===== config.mk =====
export PLATFORM = sky130hd
export DESIGN_NAME = bean_tracker
export DESIGN_NICKNAME = d
export VERILOG_FILES = /design/src/rtl/bean_tracker.sv
export SDC_FILE = /design/constraint.sdc
export NUM_CORES = 1
export LEC_CHECK = 0
export BUFFER_PORTS_ARGS = -buffer_cell sky130_fd_sc_hd__buf_4
export CORE_MARGIN = 5
export CORE_UTILIZATION = 30
export CTS_BUF_LIST = sky130_fd_sc_hd__clkbuf_16
export CTS_CLUSTER_DIAMETER = 30
export DETAILED_ROUTE_END_ITERATION = 7
export HOLD_SLACK_MARGIN = 0.15
export PLACE_DENSITY = 0.51
export SLEW_MARGIN = 10
export SYNTH_ARGS = -nofsm -noshare
export SYNTH_HDL_FRONTEND = slang
export SYNTH_SLANG_ARGS = --single-unit

===== constraint.sdc =====
create_clock -name clk_i -period 25.9 [get_ports clk_i]
set_input_delay 1.295 -clock clk_i [delete_from_list [all_inputs] [get_ports clk_i]]
set_output_delay 1.295 -clock clk_i [all_outputs]
set_load 0.02 [all_outputs]

===== src/rtl/bean_tracker.sv =====
// Bean/power-bean bitmap with eat detection on move ticks, score, bean count and level-clear flag.
// A tile present in both maps is eaten as a power bean and counted once.
module bean_tracker #(
    parameter int COLS = 16,
    parameter int ROWS = 12,
    parameter logic [COLS*ROWS-1:0] BEAN_MAP = '1,
    parameter logic [COLS*ROWS-1:0] POWER_MAP =
        ({{(COLS*ROWS-1){1'b0}}, 1'b1}) |
        ({{(COLS*ROWS-1){1'b0}}, 1'b1} << (COLS-1)) |
        ({{(COLS*ROWS-1){1'b0}}, 1'b1} << ((ROWS-1)*COLS)) |
        ({{(COLS*ROWS-1){1'b0}}, 1'b1} << (COLS*ROWS-1))
) (
    input  logic        clk_i,
    input  logic        rst_i,
    input  logic [1:0]  scene_i,
    input  logic        move_tick_i,
    input  logic [3:0]  pac_x_i,
    input  logic [3:0]  pac_y_i,
    input  logic [3:0]  rd_x_i,
    input  logic [3:0]  rd_y_i,
    output logic        rd_bean_o,
    output logic        rd_power_o,
    output logic        power_o,
    output logic [11:0] score_o,
    output logic [7:0]  beans_left_o,
    output logic        all_clear_o
);

    localparam int N = COLS * ROWS;

    function automatic int popcount(input logic [N-1:0] v);
        int n;
        n = 0;
        for (int k = 0; k < N; k++) n += int'(v[k]);
        return n;
    endfunction

    localparam int          INIT_COUNT = popcount(BEAN_MAP | POWER_MAP);
    localparam logic [7:0]  INIT_LEFT  = 8'(INIT_COUNT);
    localparam logic [4:0]  COLS_W     = 5'(COLS);
    localparam logic [4:0]  ROWS_W     = 5'(ROWS);
    localparam logic [7:0]  COLS_8     = 8'(COLS);

    typedef enum logic [1:0] {LOAD, PLAY, DONE} state_t;

    state_t       state_q, state_d;
    logic [N-1:0] bean_q, bean_d;
    logic [N-1:0] pwr_q, pwr_d;
    logic         power_q, power_d;
    logic [11:0]  score_q, score_d;
    logic [7:0]   left_q, left_d;
    logic         rd_bean_q, rd_bean_d;
    logic         rd_power_q, rd_power_d;

    logic         pac_in, rd_in;
    logic [7:0]   pac_idx, rd_idx;
    logic [3:0]   score_add;
    logic [12:0]  score_sum;

    assign pac_in  = ({1'b0, pac_x_i} < COLS_W) && ({1'b0, pac_y_i} < ROWS_W);
    assign rd_in   = ({1'b0, rd_x_i} < COLS_W) && ({1'b0, rd_y_i} < ROWS_W);
    assign pac_idx = {4'b0, pac_y_i} * COLS_8 + {4'b0, pac_x_i};
    assign rd_idx  = {4'b0, rd_y_i} * COLS_8 + {4'b0, rd_x_i};

    assign score_add = (pac_in && pwr_q[pac_idx]) ? 4'd5 : 4'd1;
    assign score_sum = {1'b0, score_q} + {9'b0, score_add};

    always_ff @(posedge clk_i or posedge rst_i) begin
        if (rst_i) begin
            state_q    <= LOAD;
            bean_q     <= BEAN_MAP;
            pwr_q      <= POWER_MAP;
            power_q    <= 1'b0;
            score_q    <= 12'd0;
            left_q     <= INIT_LEFT;
            rd_bean_q  <= 1'b0;
            rd_power_q <= 1'b0;
        end else begin
            state_q    <= state_d;
            bean_q     <= bean_d;
            pwr_q      <= pwr_d;
            power_q    <= power_d;
            score_q    <= score_d;
            left_q     <= left_d;
            rd_bean_q  <= rd_bean_d;
            rd_power_q <= rd_power_d;
        end
    end

    always_comb begin
        state_d    = state_q;
        bean_d     = bean_q;
        pwr_d      = pwr_q;
        power_d    = power_q;
        score_d    = score_q;
        left_d     = left_q;
        rd_bean_d  = rd_in && bean_q[rd_idx];
        rd_power_d = rd_in && pwr_q[rd_idx];

        if (scene_i == 2'b00) begin
            state_d = LOAD;
            bean_d  = BEAN_MAP;
            pwr_d   = POWER_MAP;
            power_d = 1'b0;
            score_d = 12'd0;
            left_d  = INIT_LEFT;
        end else begin
            unique case (state_q)
                LOAD: state_d = PLAY;
                PLAY: begin
                    if (left_q == 8'd0) begin
                        state_d = DONE;
                        power_d = 1'b0;
                    end else if (scene_i != 2'b01) begin
                        power_d = 1'b0;
                    end else if (move_tick_i) begin
                        power_d = 1'b0;
                        if (pac_in && (bean_q[pac_idx] || pwr_q[pac_idx])) begin
                            power_d          = pwr_q[pac_idx];
                            bean_d[pac_idx]  = 1'b0;
                            pwr_d[pac_idx]   = 1'b0;
                            left_d           = left_q - 8'd1;
                            score_d          = score_sum[12] ? 12'hFFF : score_sum[11:0];
                        end
                    end
                end
                DONE: power_d = 1'b0;
                default: state_d = LOAD;
            endcase
        end
    end

    assign rd_bean_o    = rd_bean_q;
    assign rd_power_o   = rd_power_q;
    assign power_o      = power_q;
    assign score_o      = score_q;
    assign beans_left_o = left_q;
    assign all_clear_o  = (state_q == DONE);

endmodule


# Yosys cells after proc, flatten, opt, wreduce, memory -nomap -nowiden
# Index checks and enable logic that the tools add are counted.
dict set report op_classes {
  eq_ne 8
  n_addsub 4
  magnitude_cmp 5
  n_bitwise 3
  n_reduce_logical 16
  muxes 45
}
# op count
set op_table {}
lappend op_table {{192-bit 2-to-1 mux} 12}
lappend op_table {{192-bit bitwise AND} 2}
lappend op_table {{192-bit NOT} 1}
lappend op_table {{12-bit 2-to-1 mux} 7}
lappend op_table {{8-bit 2-to-1 mux} 6}
lappend op_table {{1-bit binary-select mux with 8-bit select} 4}
lappend op_table {{8-bit by 9-bit < comparator with 1-bit output, second input constant} 2}
lappend op_table {{8-bit by 4-bit adder with 8-bit output} 2}
lappend op_table {{12-bit by 3-bit adder with 13-bit output} 1}
lappend op_table {{1-bit 2-to-1 mux} 10}
lappend op_table {{1-bit demux with 8-bit select} 1}
lappend op_table {{8-bit by 1-bit greater-or-equal comparator with 1-bit output, second input constant} 1}
lappend op_table {{8-bit zero test} 1}
lappend op_table {{4-bit < comparator, second input constant} 2}
lappend op_table {{8-bit by 1-bit subtractor with 8-bit output, second input constant} 1}
lappend op_table {{2-bit case mux with 3 select lines} 1}
lappend op_table {{2-bit nonzero test} 3}
lappend op_table {{1-bit logical AND} 5}
lappend op_table {{5-bit != test, second input constant} 1}
lappend op_table {{5-bit AND reduction} 1}
lappend op_table {{2-bit zero test} 2}
lappend op_table {{2-bit 2-to-1 mux} 2}
lappend op_table {{2-bit by 1-bit != test with 1-bit output, second input constant} 2}
lappend op_table {{2-bit != test, second input constant} 2}
lappend op_table {{8 further kinds} 9}
dict set report word_totals {
  elab_cells 89
  out_inout_bits 24
  ff_bits 409
  input_bits 21
}

# Longest topological paths before layout
dict set report logic_depth {
  word_depth 13
  depth_mapped 19
  mapped_depth_nobuf 16
}

# Worst setup path after synthesis
# Ideal clock, no wire load.
dict set report synth_timing {
  path_kind {input-to-reg}
  startpoint {input pac_x_i[0]}
  endpoint {register score_q[3] (netlist: score_o[3])}
  path_buffers 3
  required_time_ns 25.814
  t_arrival_ns 5.016
  path_slack_ns 20.798
  setup_ns 0.086
  stages 18
  path_cell_list {buf_4 -> buf_6 -> buf_2 -> mux4_2 -> a22oi_1 -> a21oi_1 -> nor4_1 -> nor2_1 -> a211oi_4 -> inv_1 -> ha_1 -> and2_1 -> o21a_1 -> nor3b_1 -> and2_1 -> nand4_1 -> and4_1 -> nor3_1}
}
dict set report synth_between {
  elab_chain_len 13
  word_cells_on_any_way 19
  cone_classes {add/sub: 2; mux: 12; reduce/logical: 5}
}
# item line
set synth_lines {}
lappend synth_lines {{start: declaration} 17} ;# input logic [3:0] pac_x_i,
lappend synth_lines {{8-bit by 4-bit adder with 8-bit output (*)} 62} ;# assign pac_idx = {4'b0, pac_y_i} * COLS_8 + {4'b0, pac_x_i};
lappend synth_lines {{1-bit binary-select mux with 8-bit select} {65, 118}}
lappend synth_lines {{1-bit 2-to-1 mux (implied by the code)} {65, 118}}
lappend synth_lines {{1-bit logical AND} 65} ;# assign score_add = (pac_in && pwr_q[pac_idx]) ? 4'd5 : 4'd1;
lappend synth_lines {{3-bit 2-to-1 mux} 65}
lappend synth_lines {{12-bit by 3-bit adder with 13-bit output} 66} ;# assign score_sum = {1'b0, score_q} + {9'b0, score_add};
lappend synth_lines {{12-bit 2-to-1 mux} 123} ;# score_d = score_sum[12] ? 12'hFFF : score_sum[11:0];
lappend synth_lines {{12-bit 2-to-1 mux} 118} ;# if (pac_in && (bean_q[pac_idx] || pwr_q[pac_idx])) begin
lappend synth_lines {{12-bit 2-to-1 mux} 116} ;# end else if (move_tick_i) begin
lappend synth_lines {{12-bit 2-to-1 mux} 114} ;# end else if (scene_i != 2'b01) begin
lappend synth_lines {{12-bit 2-to-1 mux} 111} ;# if (left_q == 8'd0) begin
lappend synth_lines {{12-bit 2-to-1 mux} 108} ;# unique case (state_q)
lappend synth_lines {{12-bit 2-to-1 mux} 100} ;# if (scene_i == 2'b00) begin
lappend synth_lines {{end signal: assignment} 83} ;# score_q <= score_d;
lappend synth_lines {{end: declaration} 50} ;# logic [11:0] score_q, score_d;
# Mark *: on every way between the ends. The rest lies on a longest branch, timed or not. The select of a mux whose other input is x is not followed.
# A chain may end at the register's enable or synchronous reset.

# Worst setup path in the final report
# Ends and elaborated chain as after synthesis.

==> flow_summary.yaml <==
clock_network:
  cts_htree_levels: 3
  cts.repair.resized: 0
  cts_sinks: 409
  cts.path.max_buffers: 3
  postCtsSetupBuffers: 0
  clockRootBuffer: "clkbuf_16"
  holdBufCountCts: 0
  cts_buffers: 95
  clock_latency_ns: 0.65
  cts.clk_slew.worst_paths_ns: 0.04
  tritoncts: "done"
routing:
  drc: 0
  dr_total_vias: 16000
  drtIter0Drc: 1327
  viasPerCell: 5.67
  wire_per_inst_um: 25.1
  wirelength_um: 70700
  firstDrtPassIters: 6
  ant_nets: 0
setup_path:
  crit_path_start_kind: "input pin"
  critPathKind: "in2reg"
  critPathMaxFanout: 64
  worstRegToRegCells: 15
  cp.required_ns: 26.46
  cp.arrival_ns: 7.01
  worst_setup_path_end_kind: "register"
placement:
  preCtsSetupSlack_ns: 18.74
  place.gp.congestion: 0.812
  port_buffers: 44
  place_hpwl_um: 41600
global_route:
  grt.overflow.total: 0
  grt_max_degree: 149
  grt_usage: 0.180
  grt_pass1_wl_um: 107000
  antenna_found_initial: 2
  grt_pass1_vias: 16400
sta:
  timing_max_transition_violations_final: 0
  clock.fmax_mhz: 155
  min_period_ns: 6.46
  fin_skew_ns: 0.0392
  setup_tns_ns: 0
  period_share: 0.249
  tightest_slew_ns: 1.24
  rsz0062_at_grt: "no"
  setup_viol: 0
  relSlewSlack: 0.168
  hold_viol_final: 0
  worst_slack_ns: 19.44
synth:
  ys_warn_count: 0
  synth_fp_nets: 1800
  synthFlopType: "dfrtp_1"
  synthCells: 1775
  synth_compound_area_frac: 0.111
  synth_xor_area_frac: 0.000405
  netlist_area_um2: 21600
  ys_types: 57
  synth_edf_count: 0
  synthMuxAreaShare: 0.238
  synth_adder_area_share: 0.00232
  synth_top_family_by_area: "multiplexers"
  yosys_register_bits: 409
  avgSynthCellArea_um2: 12.2
  synthSimpleGateAreaFrac: 0.124
  seq_area_frac_synth: 0.485
  async_flop_share: 1.00
final_layout:
  nets: 1815
  syn_to_final_growth_pct: 20.9
  finish.utilization: 0.366
  insertedDiodeCount: 0
  drive_above_1_share: 0.369
die:
  core_um2: 71500
  pin_count: 45
  die_w_um: 278
  die_area_um2: 77500
  start_util: 0.302
  rows: 98
  fp.dieH_um: 278
pwr:
  internal-power_mw: 1.49
  p_leak_nw: 10.4
  pwr-share-clk: 0.613
  sw_frac_of_total: 0.247
  p_switching_mw: 0.487
  p_comb_frac: 0.058
  vdd_drop_max_mv: 0.0545
  p_seq_frac: 0.329
  power_density_nw_per_um2: 75.5
outcome:
  status: "finished, final reports clean"
min_path:
  whs_path_depth: 1
  hold_class: "reg2reg"
run:
  drv_cap: 0
==> cell usage after synthesis, drive strengths merged, types with 2 or more instances <==
library cell,instances,share of area
o21ai,11,0.0025
and3,95,0.027
a21oi,219,0.051
nand4,7,0.0020
inv,12,0.0021
mux4,220,0.23
dfstp,198,0.24
nor2b,11,0.0032
nand4b,3,0.0012
and2,9,0.0026
nand3,87,0.020
ha,4,0.0023
a41o,3,0.0014
nor3b,4,0.0019
a211oi,8,0.0036
mux2i,20,0.0093
a21o,94,0.033
dfrtp,211,0.24
nor4,10,0.0029
buf,67,0.018
a31oi,6,0.0020
nor2,135,0.023
nor3,29,0.0067
a22oi,32,0.011
clkbuf,106,0.018
nand2,130,0.023
and4,8,0.0032
a22o,4,0.0016
a31o,4,0.0016
or2,2,0.00058
nand2b,10,0.0029
==> cells in the final DEF, fill, tap and decap left out, types with 8 or more instances in the layout <==
cell type,count
bufinv_16,14
o21ai_0,9
nand2_1,130
a21oi_1,219
and3_1,95
dfstp_2,198
nand2b_1,10
and4_1,8
and2_1,9
mux4_2,220
clkinv_1,17
mux2i_1,20
nor2b_1,9
clkinv_2,12
clkbuf_16,95
inv_1,24
nor2_1,128
clkinvlp_4,11
a21o_1,94
buf_4,87
nand3_1,87
dfrtp_1,211
nor3_1,21
a22oi_1,32
==> power groups by stage <==
stage	Sequential [mW]	Combinational, mW	Clock (mW)
after floorplan	0.659	0.0729	0
after global placement	0.657	0.116	0
after CTS	0.649	0.116	1.23
final	0.649	0.115	1.21
after global routing	0.649	0.124	1.26
after detailed placement	0.657	0.116	0
==> final cells by class <==
cell class,count,area (um2)
Inverter,12,52.6
Timing Repair Buffer,91,716
Fill cell,6864,45400
Clock inverter,82,880
Multi-Input combinational cell,1181,10400
Clock buffer,95,2380
Sequential cell,409,10500
Tap cell,950,1190
==> sequential cells by signal, summed over array words and instances, names as in the netlist <==
| name | cells |
|---|---|
| rd_bean_o | 1 |
| score_o | 12 |
| beans_left_o | 8 |
| state_q | 2 |
| pwr_q | 192 |
| power_o | 1 |
| bean_q | 192 |
| rd_power_o | 1 |
==> logic make-up after synthesis <==
family | Yosys count
buffers and inverters | 185
and+or+nand+nor | 546
DFF | 409
adders and majority gates | 4
AOI/OAI and AO/OA | 390
xor gates and xnor gates | 1
muxes | 240
==> worst paths after layout <==
kind / start / endpoint / slack [ns]
max reg2reg: pwr_q[165]$_DFFE_PP0P_ / score_o[3]$_DFFE_PP0P_ / 21.49
min in group asynchronous: rst_i / pwr_q[119]$_DFFE_PP0P_ / 0.88
max in group asynchronous: rst_i / rd_power_o$_DFF_PP0_ / 22.90
max: pac_x_i[0] / score_o[3]$_DFFE_PP0P_ / 19.44
min reg2reg: state_q[1]$_DFFE_PP0P_ / state_q[0]$_DFFE_PP0P_ / 0.46
min: state_q[1]$_DFFE_PP0P_ / state_q[0]$_DFFE_PP0P_ / 0.46
==> metrics by stage <==
stage	total power [mW]	hold WS (ns)	std cells	area, um2
6_report	1.97	0.460	2820	26100
5_1_grt	2.03	0.491	2820	26100
4_1_cts	1.99	0.468	2820	26100
3_5_place_dp	0.773	0.446	2643	22900
3_3_place_gp	0.773	0.429	2643	22900
2_1_floorplan	0.732	0.419	1775	21600
==> routing by layer <==
metal	global-route usage	up-vias	wire length (um)
li1	-	6762	-
met1	0.248	8435	30400
met2	0.282	664	33400
met3	0.0461	140	5070
met4	0.0500	2	1800
met5	0	-	11
==> worst max-delay path, cell delays in order <==
cell	delay, ns
buf_6	0.70
buf_4	0.88
mux4_2	0.60
a22oi_1	0.24
a21oi_1	0.10
or4_1	0.60
a211oi_4	0.23
buf_4	0.22
inv_1	0.06
ha_1	0.30
and2_1	0.14
o21a_1	0.20
nor3b_1	0.30
and2_1	0.25
nand4_1	0.28
and4_1	0.31
nor3_1	0.17
No activity file was read; power rests on OpenSTA's default activity.
